--- config.mk ---
export PLATFORM = sky130hd
export DESIGN_NAME = eth_fcs_engine
export DESIGN_NICKNAME = d
export VERILOG_FILES = /design/src/rtl/eth_crc_pkg.sv /design/src/rtl/eth_fcs_engine.sv
export SDC_FILE = /design/constraint.sdc
export NUM_CORES = 1
export LEC_CHECK = 0
export BUFFER_PORTS_ARGS = -buffer_cell sky130_fd_sc_hd__clkbuf_2
export CELL_PAD_IN_SITES_DETAIL_PLACEMENT = 0
export CELL_PAD_IN_SITES_GLOBAL_PLACEMENT = 1
export CORE_UTILIZATION = 40
export DETAILED_ROUTE_END_ITERATION = 6
export GPL_TIMING_DRIVEN = 1
export HOLD_SLACK_MARGIN = 0.12
export PLACE_DENSITY_LB_ADDON = 0.12
export SLEW_MARGIN = 25
export SYNTH_ARGS = -nofsm -noshare
export SYNTH_HDL_FRONTEND = slang
export SYNTH_SLANG_ARGS = --single-unit
--- constraint.sdc ---
create_clock -name clk -period 6.35 [get_ports clk]
set_input_delay 0 -clock clk [delete_from_list [all_inputs] [get_ports clk]]
set_output_delay 0 -clock clk [all_outputs]
set_load 0.03 [all_outputs]
--- src/rtl/eth_crc_pkg.sv ---
// Shared constants, FSM state type and the per-byte reflected CRC-32 update
// for the Ethernet FCS engine.
package eth_crc_pkg;

   localparam logic [31:0] CRC_POLY    = 32'h04C11DB7;
   localparam logic [31:0] CRC_INIT    = 32'hFFFFFFFF;
   localparam logic [31:0] CRC_XOROUT  = 32'hFFFFFFFF;
   localparam logic [31:0] CRC_RESIDUE = 32'h2144DF1C;

   typedef enum logic {
      ST_IDLE,
      ST_IN_FRAME
   } fcs_state_e;

   // Bytes enter LSB first, so the shift register runs right with the bit-reversed polynomial.
   function automatic logic [31:0] crcByteUpdate(input logic [31:0] crc, input logic [7:0] data);
      logic [31:0] polyRefl;
      logic [31:0] acc;
      for (int i = 0; i < 32; i++) begin
         polyRefl[i] = CRC_POLY[31-i];
      end
      acc = crc ^ {24'h000000, data};
      for (int b = 0; b < 8; b++) begin
         acc = acc[0] ? ((acc >> 1) ^ polyRefl) : (acc >> 1);
      end
      return acc;
   endfunction

endpackage

--- src/rtl/eth_fcs_engine.sv ---
// Streaming IEEE 802.3 CRC-32 engine: folds DATA_BYTES lanes per beat, reports
// running and final FCS, residue check, protocol errors and frame/error counters.
module eth_fcs_engine
   import eth_crc_pkg::*;
#(
   parameter int DATA_BYTES = 1,
   parameter int CNT_W      = 16
)(
   input  logic                    clk,
   input  logic                    rst,
   input  logic                    in_valid,
   input  logic                    in_sop,
   input  logic                    in_last,
   input  logic [8*DATA_BYTES-1:0] in_data,
   input  logic [DATA_BYTES-1:0]   in_keep,
   output logic [31:0]             crc_run,
   output logic [31:0]             crc_out,
   output logic                    crc_valid,
   output logic                    crc_ok,
   output logic                    proto_err,
   output logic [CNT_W-1:0]        frame_cnt,
   output logic [CNT_W-1:0]        err_cnt
);

   generate
      if (!(DATA_BYTES == 1 || DATA_BYTES == 2 || DATA_BYTES == 4 || DATA_BYTES == 8)) begin : gBadWidth
         $error("eth_fcs_engine: DATA_BYTES must be 1, 2, 4 or 8");
      end
   endgenerate

   fcs_state_e             state_q, state_d;
   logic [31:0]            crc_q, crc_d;
   logic [31:0]            crcRun_q, crcRun_d;
   logic [31:0]            crcOut_q, crcOut_d;
   logic                   crcValid_q, crcValid_d;
   logic                   crcOk_q, crcOk_d;
   logic                   protoErr_q, protoErr_d;
   logic [CNT_W-1:0]       frameCnt_q, frameCnt_d;
   logic [CNT_W-1:0]       errCnt_q, errCnt_d;

   logic [DATA_BYTES-1:0]  laneEn;
   logic                   keepOn;
   logic                   keepGap;
   logic [31:0]            folded;
   logic [31:0]            crcFinal;
   logic                   accept;

   // Only the contiguous run of enabled lanes starting at lane 0 is folded on a last beat.
   always_comb begin
      laneEn = '1;
      keepOn = 1'b1;
      if (in_last) begin
         for (int i = 0; i < DATA_BYTES; i++) begin
            keepOn    = keepOn & in_keep[i];
            laneEn[i] = keepOn;
         end
      end
      keepGap = in_last && (in_keep != laneEn);
   end

   always_comb begin
      folded = in_sop ? CRC_INIT : crc_q;
      for (int i = 0; i < DATA_BYTES; i++) begin
         if (laneEn[i]) begin
            folded = crcByteUpdate(folded, in_data[8*i +: 8]);
         end
      end
      crcFinal = folded ^ CRC_XOROUT;
   end

   assign accept = in_valid && (in_sop || (state_q == ST_IN_FRAME));

   always_comb begin
      state_d    = state_q;
      crc_d      = crc_q;
      crcRun_d   = crcRun_q;
      crcOut_d   = crcOut_q;
      crcValid_d = 1'b0;
      crcOk_d    = crcOk_q;
      protoErr_d = 1'b0;
      frameCnt_d = frameCnt_q;
      errCnt_d   = errCnt_q;
      if (in_valid) begin
         protoErr_d = (in_sop && (state_q == ST_IN_FRAME))
                   || (!in_sop && (state_q == ST_IDLE))
                   || (accept && keepGap);
      end
      if (accept) begin
         crc_d    = folded;
         crcRun_d = crcFinal;
         state_d  = in_last ? ST_IDLE : ST_IN_FRAME;
         if (in_last) begin
            crcOut_d   = crcFinal;
            crcOk_d    = (crcFinal == CRC_RESIDUE);
            crcValid_d = 1'b1;
            frameCnt_d = frameCnt_q + CNT_W'(1);
            if (crcFinal != CRC_RESIDUE) begin
               errCnt_d = errCnt_q + CNT_W'(1);
            end
         end
      end
   end

   always_ff @(posedge clk) begin
      if (rst) begin
         state_q    <= ST_IDLE;
         crc_q      <= CRC_INIT;
         crcRun_q   <= '0;
         crcOut_q   <= '0;
         crcValid_q <= 1'b0;
         crcOk_q    <= 1'b0;
         protoErr_q <= 1'b0;
         frameCnt_q <= '0;
         errCnt_q   <= '0;
      end else begin
         state_q    <= state_d;
         crc_q      <= crc_d;
         crcRun_q   <= crcRun_d;
         crcOut_q   <= crcOut_d;
         crcValid_q <= crcValid_d;
         crcOk_q    <= crcOk_d;
         protoErr_q <= protoErr_d;
         frameCnt_q <= frameCnt_d;
         errCnt_q   <= errCnt_d;
      end
   end

   assign crc_run   = crcRun_q;
   assign crc_out   = crcOut_q;
   assign crc_valid = crcValid_q;
   assign crc_ok    = crcOk_q;
   assign proto_err = protoErr_q;
   assign frame_cnt = frameCnt_q;
   assign err_cnt   = errCnt_q;

endmodule

==> reports/metrics.cfg, run 1 <==
[run_status]
outcome=completed

[sta]
maxSlewHeadroom_pct=43.8
timing.fmax_mhz=247
fin_worst_skew_ns=0.00843
hold_viol_final=0
fin_setup_tns_ns=0
slew_viol_final=0
setup_violations=0
fin_crit_ns=4.04
tightest_slew_ns=0.837
grt_setup_unrepaired=no
fin_crit_sh_pct=63.7

[critical_path]
critPathMaxFanout=10
cp.required_ns=6.67
slowest_stage=nor4_4
r2r_setup_slack_ns=2.31
reg2reg_from=crc_q[0]
reg2reg_to=err_cnt[6]
critical_path_class=reg2reg
crit_chain=xor2_2 -> a21oi_1 -> nor2_2 -> xnor3_1 -> a21oi_1 -> nand4b_1 -> nor4_4 -> nand2_2 -> nand4_1 -> mux2_1
crit_family=simple AND/OR/NAND/NOR gates
cp-startpoint=crc_q[0]
path_common_cell=a21oi_1
arrival_ns=4.36
crit_buf_inv=0
start_kind=register
max_stage_delay_ns=0.75
reg2reg_depth=10
cp-end-kind=register

[global_routing]
antenna_found_initial=0
track_usage_pct=24.3
grt_pass1_wl_um=33200
grt_pass1_vias=5777
grt_max_degree=68
gr-total-overflow=0

[pwr]
p_leak_nw=3.34
ir_drop_uv=206
power.density_nw_per_um2=327

[clocking]
htreeDepth=4
cts.sinks=132
insertion_delay_ns=0.43
cts_root_buf=clkbuf_16
cts_buffer_depth=2
clk_pin_slew_ns=0.06
post_cts_resized=0
cts_tree=yes
numCtsBuffers=17

[die]
fp.dieH_um=135
core_um2=17300
ios=113
die_x_um=135
rows=48
start_util_pct=40.8
die-area_um2=18200

[layout]
seqCellArea_um2=2640
multi_input_area_um2=3990
mostFrequentLayoutCell=dfxtp_1
final-instance-count-excl-fill=1123
area_delta_synth_final_pct=16.3
final_nets=902
fillers=1683
drive_above_1_share_pct=20.6
insertedDiodeCount=0
final_cell_mix=dfxtp_1 (132), nor2_1 (113), clkbuf_2 (111)

[placed_design]
routabilityCongestion=0.850
dp.cells=1089
port_buffers=112
dp_hpwl_um=15000

[logic_synthesis]
seq_area_frac_synth_pct=37.4
synth_compound_area_share_pct=19.3
ys_ff_latch=132
synth-xor-area-share_pct=15.4
yosys.area.top_type_share_pct=37.4
yosys.area.top_type=dfxtp_1
ys.warnings.count=0
synth_edf_count=0
async_flop_share_pct=0
synth_simple_gate_area_share_pct=20.0
synth_mux_area_share_pct=0.886
synth_flop_cell=dfxtp_1
synth.net_count=828
synth_top_family_by_area=simple AND/OR/NAND/NOR gates
synth_area_leaders=dfxtp_1 (37%), nor2_1 (6.0%), xnor2_1 (6.0%), nand2_1 (4.1%), a211oi_1 (3.8%)
syn_area_um2=7060
synth_area_per_cell_um2=8.71
synth_cell_types=79
yosys.area_share.adder_pct=0.531
syn_inst=811

[drt]
routedWlPerCell_um=19.0
drtIter0Drc=374
viasPerCell=5.39
first_pass_iters=5
ant_nets=0
remaining_drc_errors=0
vias=6053
routed_wl_um=21300

[min_path]
min_from=in_last
worstHoldPathCells=4
min_to=err_cnt[3]
hold_class=in2reg

[job]
drv_cap=0

## worst reg2reg max path: stages (launching register included)
cell	delay, ns
dfxtp_1	0.68
xor2_2	0.23
a21oi_1	0.12
nor2_2	0.35
xnor3_1	0.47
a21oi_1	0.43
nand4b_1	0.25
nor4_4	0.75
nand2_2	0.18
nand4_1	0.15
mux2_1	0.32
## how the worst max path moves through the flow
stage                  to  depth (start not counted)
2_1_floorplan  err_cnt[6]                         12
3_3_place_gp   err_cnt[6]                         10
3_5_place_dp   err_cnt[6]                         10
4_1_cts        err_cnt[6]                         10
5_1_grt        err_cnt[6]                         10
6_report       err_cnt[6]                         10
## per-stage QoR
step                hold slack [ns]  total power, mW  area [um^2]  util (%)  setup slack, ns
global route                  0.184             2.80         8220      47.5             2.16
floorplan                     0.164             1.46         7060         -             3.29
global placement              0.286             1.65         7570      43.8             2.41
finish                        0.139             2.68         8220      47.5             2.31
detailed placement            0.284             1.65         7570      43.8             2.35
CTS                           0.139             2.70         8210      47.5             2.32
## sequential cells by signal, indices dropped and copies added, names as in the netlist
register,cells
err_cnt,16
crc_ok,1
crc_valid,1
frame_cnt,16
state_q,1
crc_out,32
crc_run,32
proto_err,1
crc_q,32
## Yosys cell counts (5+ instances only)
library cell,n
nand2_1,77
nor3b_1,5
xor2_1,30
nor2_1,113
a21o_1,9
o21a_1,24
dfxtp_1,132
nor2b_1,5
inv_1,13
nand2b_1,9
nand4_1,7
nand3_1,18
a211o_1,5
a31oi_1,8
a21oi_1,53
a211oi_1,36
o21ai_0,18
and3_1,9
clkbuf_1,30
xnor2_1,48
buf_2,8
and2_1,6
or3_1,5
xnor3_1,12
buf_1,5
buf_4,11
nor3_1,22
clkbuf_8,6
## timing repair
action | CTS | global route
setup buffers | 0 | 0
hold buffers | 2 | 0
hold endpoints to repair | 18 | 0
## kinds of logic (layout without fill, tap and decap cells)
kind of cell / Yosys count / after routing
xor gates and xnor gates: 97 / 97
and+or+nand+nor: 298 / 298
muxes: 6 / 6
adders and majority gates: 3 / 3
AOI/OAI and AO/OA: 195 / 195
DFF: 132 / 132
buffers and inverters: 80 / 167
## power breakdown
group / switching, mW / total (mW) / internal, mW
Sequential: 0.0589 / 0.946 / 0.887
Combinational: 0.435 / 0.693 / 0.257
Clock: 0.415 / 1.05 / 0.630
Total: 0.909 / 2.68 / 1.77
## layout make-up
| type | instances | share of cell area [%] |
|---|---|---|
| Sequential cell | 132 | 32.2 |
| Timing Repair Buffer | 121 | 7.73 |
| Clock inverter | 14 | 2.31 |
| Multi-Input combinational cell | 599 | 48.5 |
| Clock buffer | 18 | 5.22 |
| Inverter | 14 | 0.639 |
| Tap cell | 225 | 3.43 |
## layer usage
layer	routed length, um	share of wire, %	global-route usage [%]
met5	0	0	0
met1	9990	47	32.7
met3	1100	5.2	3.79
met2	9790	46	39.2
met4	451	2.1	9.05
Note: power is estimated with default switching activity, not from simulation.
==> inputs of run 2 (changes only) <==
- ABC_AREA: default -> 1
- clock period: 6.35 -> 4.2 ns (I/O delays scaled with it)
==> reports/metrics.cfg, run 2 <==
[run_status]
outcome=finished with violations
violations=design-rule violations

[critical_path]
max_stage_delay_ns=0.61  ; -0.14 ns
slowest_stage=inv_2
reg2reg_from=crc_q[2]
cp-end-kind=register
critical_path_class=in2reg
critPathMaxFanout=46  ; +36
crit_chain=dlygate4sd3_1 -> clkbuf_2 -> inv_1 -> nor2_2 -> inv_2 -> nand3_1 -> o21ai_1 -> nand3_1 -> nor2_1 -> nand2_1 -> nor2_2 -> nand3_2 -> nor2_4 -> nand2_4 -> nand2_4 -> inv_1 -> nor2_1 -> nor2_1
arrival_ns=3.27  ; -1.09 ns
start_kind=input pin
crit_family=simple AND/OR/NAND/NOR gates
cp.required_ns=4.51  ; -2.16 ns
cp-startpoint=in_last
crit_buf_inv=5  ; +5
path_common_cell=nor2_1

[drt]
remaining_drc_errors=14  ; +14
wl_met2_um=10900  ; +12%
viasPerCell=5.10  ; -5.4%
vias=7531  ; +24%
routedWlPerCell_um=16.6  ; -13%
drtIter0Drc=520  ; +39%
ant_nets=0  ; unchanged
dr.max_layer_used=met4
routedLengthMet1_um=11800  ; +18%
first_pass_iters=7  ; +2
met3_length_um=1120  ; +1.5%
routed_wl_um=24500  ; +15%

[die]
start_util_pct=41.0  ; +0.15 points
ios=113  ; unchanged
fp.dieH_um=138  ; +2.4%
die_x_um=138  ; +2.4%
die-area_um2=19100  ; +4.9%
core_um2=18100  ; +4.6%
rows=49  ; +2.1%

[sta]
hold_viol_final=0  ; unchanged
layout_setup_ws_ns=1.24  ; -1.06 ns
fin_crit_sh_pct=70.4
grt_setup_unrepaired=no
fin_worst_skew_ns=0.0137  ; +0.00526 ns
tightest_slew_ns=0.849  ; +0.0115 ns
timing.fmax_mhz=338
slew_viol_final=0  ; unchanged
fin_crit_ns=2.96
fin_setup_tns_ns=0  ; unchanged
hold_slack_ns=0.332  ; +0.193 ns
setup_violations=0  ; unchanged
maxSlewHeadroom_pct=43.3  ; -0.43 points

[pwr]
ir_drop_uv=299  ; +45%
power.density_nw_per_um2=424  ; +30%
p_leak_nw=4.25  ; +27%

[logic_synthesis]
synth_top_family_by_area=simple AND/OR/NAND/NOR gates
yosys.area.top_type_share_pct=35.6  ; -1.8 points
synth-xor-area-share_pct=1.54  ; -14 points
synth.net_count=1155  ; +39%
synth_mux_area_share_pct=0  ; -0.89 points
yosys-top-cells-count=nand2_1 (396), nand3_1 (136), dfxtp_1 (132), inv_1 (97), nor2_1 (91)
synth_cell_types=38  ; -52%
synth_edf_count=0  ; unchanged
syn_inst=1138  ; +40%
synth_area_per_cell_um2=6.51  ; -25%
ys.warnings.count=0  ; unchanged
synth.most_common_cell=nand2_1
syn_area_um2=7410  ; +4.9%
synth_area_leaders=dfxtp_1 (36%), nand2_1 (20%), nand3_1 (9.2%), inv_1 (4.9%), nor2_1 (4.6%)
yosys.area.top_type=dfxtp_1
yosys.area_share.adder_pct=0.506  ; -0.025 points
ys_ff_latch=132  ; unchanged
synth_simple_gate_area_share_pct=43.0  ; +23 points
async_flop_share_pct=0  ; unchanged
synth_flop_cell=dfxtp_1
seq_area_frac_synth_pct=35.6  ; -1.8 points
synth_compound_area_share_pct=10.8  ; -8.5 points

[clocking]
htreeDepth=4  ; unchanged
cts.sinks=132  ; unchanged
numCtsBuffers=17  ; unchanged
insertion_delay_ns=0.42  ; about the same
cts_buffer_depth=2  ; unchanged
cts_tree=yes
cts_setup_buffers=0  ; unchanged
cts_root_buf=clkbuf_16
clk_pin_slew_ns=0.06  ; about the same

[placed_design]
routabilityCongestion=0.895  ; +5.3%
dp_slack_ns=1.14  ; -1.21 ns
dp_hpwl_um=18100  ; +21%
port_buffers=112  ; unchanged

[global_routing]
antenna_found_initial=0  ; unchanged
grt_max_degree=73  ; +7.4%
track_usage_pct=26.4  ; +2.0 points
grt_pass1_wl_um=39200  ; +18%
gr-total-overflow=0  ; unchanged
grt_pass1_vias=7019  ; +21%

[layout]
insertedDiodeCount=0  ; unchanged
drive_above_1_share_pct=19.1  ; -1.5 points
final_nets=1252  ; +39%
fillers=1927  ; +14%
mostFrequentLayoutCell=nand2_1
final_cell_mix=nand2_1 (396), nand3_1 (136), dfxtp_1 (132)
area_delta_synth_final_pct=17.0

[min_path]
min_from=in_keep
hold_class=in2reg

[job]
drv_cap=0  ; unchanged

==> run 2: cell type report <==
cell class | instances | area, um^2 | area share, %
Tap cell | 229 | 287 | 3.30
Timing Repair Buffer | 123 | 651 | 7.50
Multi-Input combinational cell | 858 | 4140 | 47.8
Clock buffer | 17 | 425 | 4.90
Inverter | 103 | 389 | 4.49
Clock inverter | 15 | 139 | 1.60
Sequential cell | 132 | 2640 | 30.5
==> run 2: through the flow <==
stage / instances / instance area [um^2] / utilization, % / total power, mW
detailed placement: 1442 / 8080 / 44.7 / 2.27
global placement: 1442 / 8080 / 44.7 / 2.27
floorplan: 1138 / 7410 / - / 2.01
global route: 1477 / 8680 / 48.0 / 3.85
finish: 1477 / 8680 / 48.0 / 3.68
CTS: 1477 / 8680 / 48.0 / 3.69
==> run 2: worst register-to-register path, cell delays in order, from the launching register on <==
cell and delay [ns]:
dfxtp_1 0.32, nor2_1 0.21, nand2_1 0.13, nand2_2 0.24, nand2_1 0.16, nand2_2 0.13
nand2_1 0.06, nand3_1 0.11, nand2_1 0.20, nor2_1 0.14, nand2_1 0.07, nor2_1 0.19
nand3_1 0.15, nor2_4 0.12, nand2_4 0.14, nand2_4 0.23, inv_1 0.09, nor2_1 0.09
nor2_1 0.05
==> run 2: path summary, 6_finish.rpt <==
check	end	slack [ns]	cells past startpoint
max reg2reg	err_cnt[1]	1.28	18
min reg2reg	crc_q[15]	0.46	2
max	err_cnt[1]	1.24	18
min	crc_out[16]	0.33	7
==> run 2: where the power goes <==
part / switching, mW / internal, mW / total (mW)
Combinational: 0.632 / 0.230 / 0.862
Sequential: 0.0518 / 1.33 / 1.38
Clock: 0.645 / 0.783 / 1.43
==> run 2: routing by layer <==
layer / up-vias / global-route usage [%]
met5: - / 0
met4: 0 / 10.1
met3: 41 / 3.81
met2: 212 / 42.2
met1: 3432 / 35.9
li1: 3846 / -
==> run 2: timing repair <==
| action | in CTS | in global routing |
|---|---|---|
| resized for setup | 0 | 0 |
| hold buffers | 3 | 0 |
| hold endpoints to repair | 14 | 0 |
==> run 2: cell families (layout without fill, tap and decap cells) <==
| logic type | Yosys count | after routing |
|---|---|---|
| and+or+nand+nor | 715 | 715 |
| AOI/OAI and AO/OA | 127 | 127 |
| DFF | 132 | 132 |
| buffers and inverters | 148 | 258 |
| xor gates and xnor gates | 13 | 13 |
| adders and majority gates | 3 | 3 |
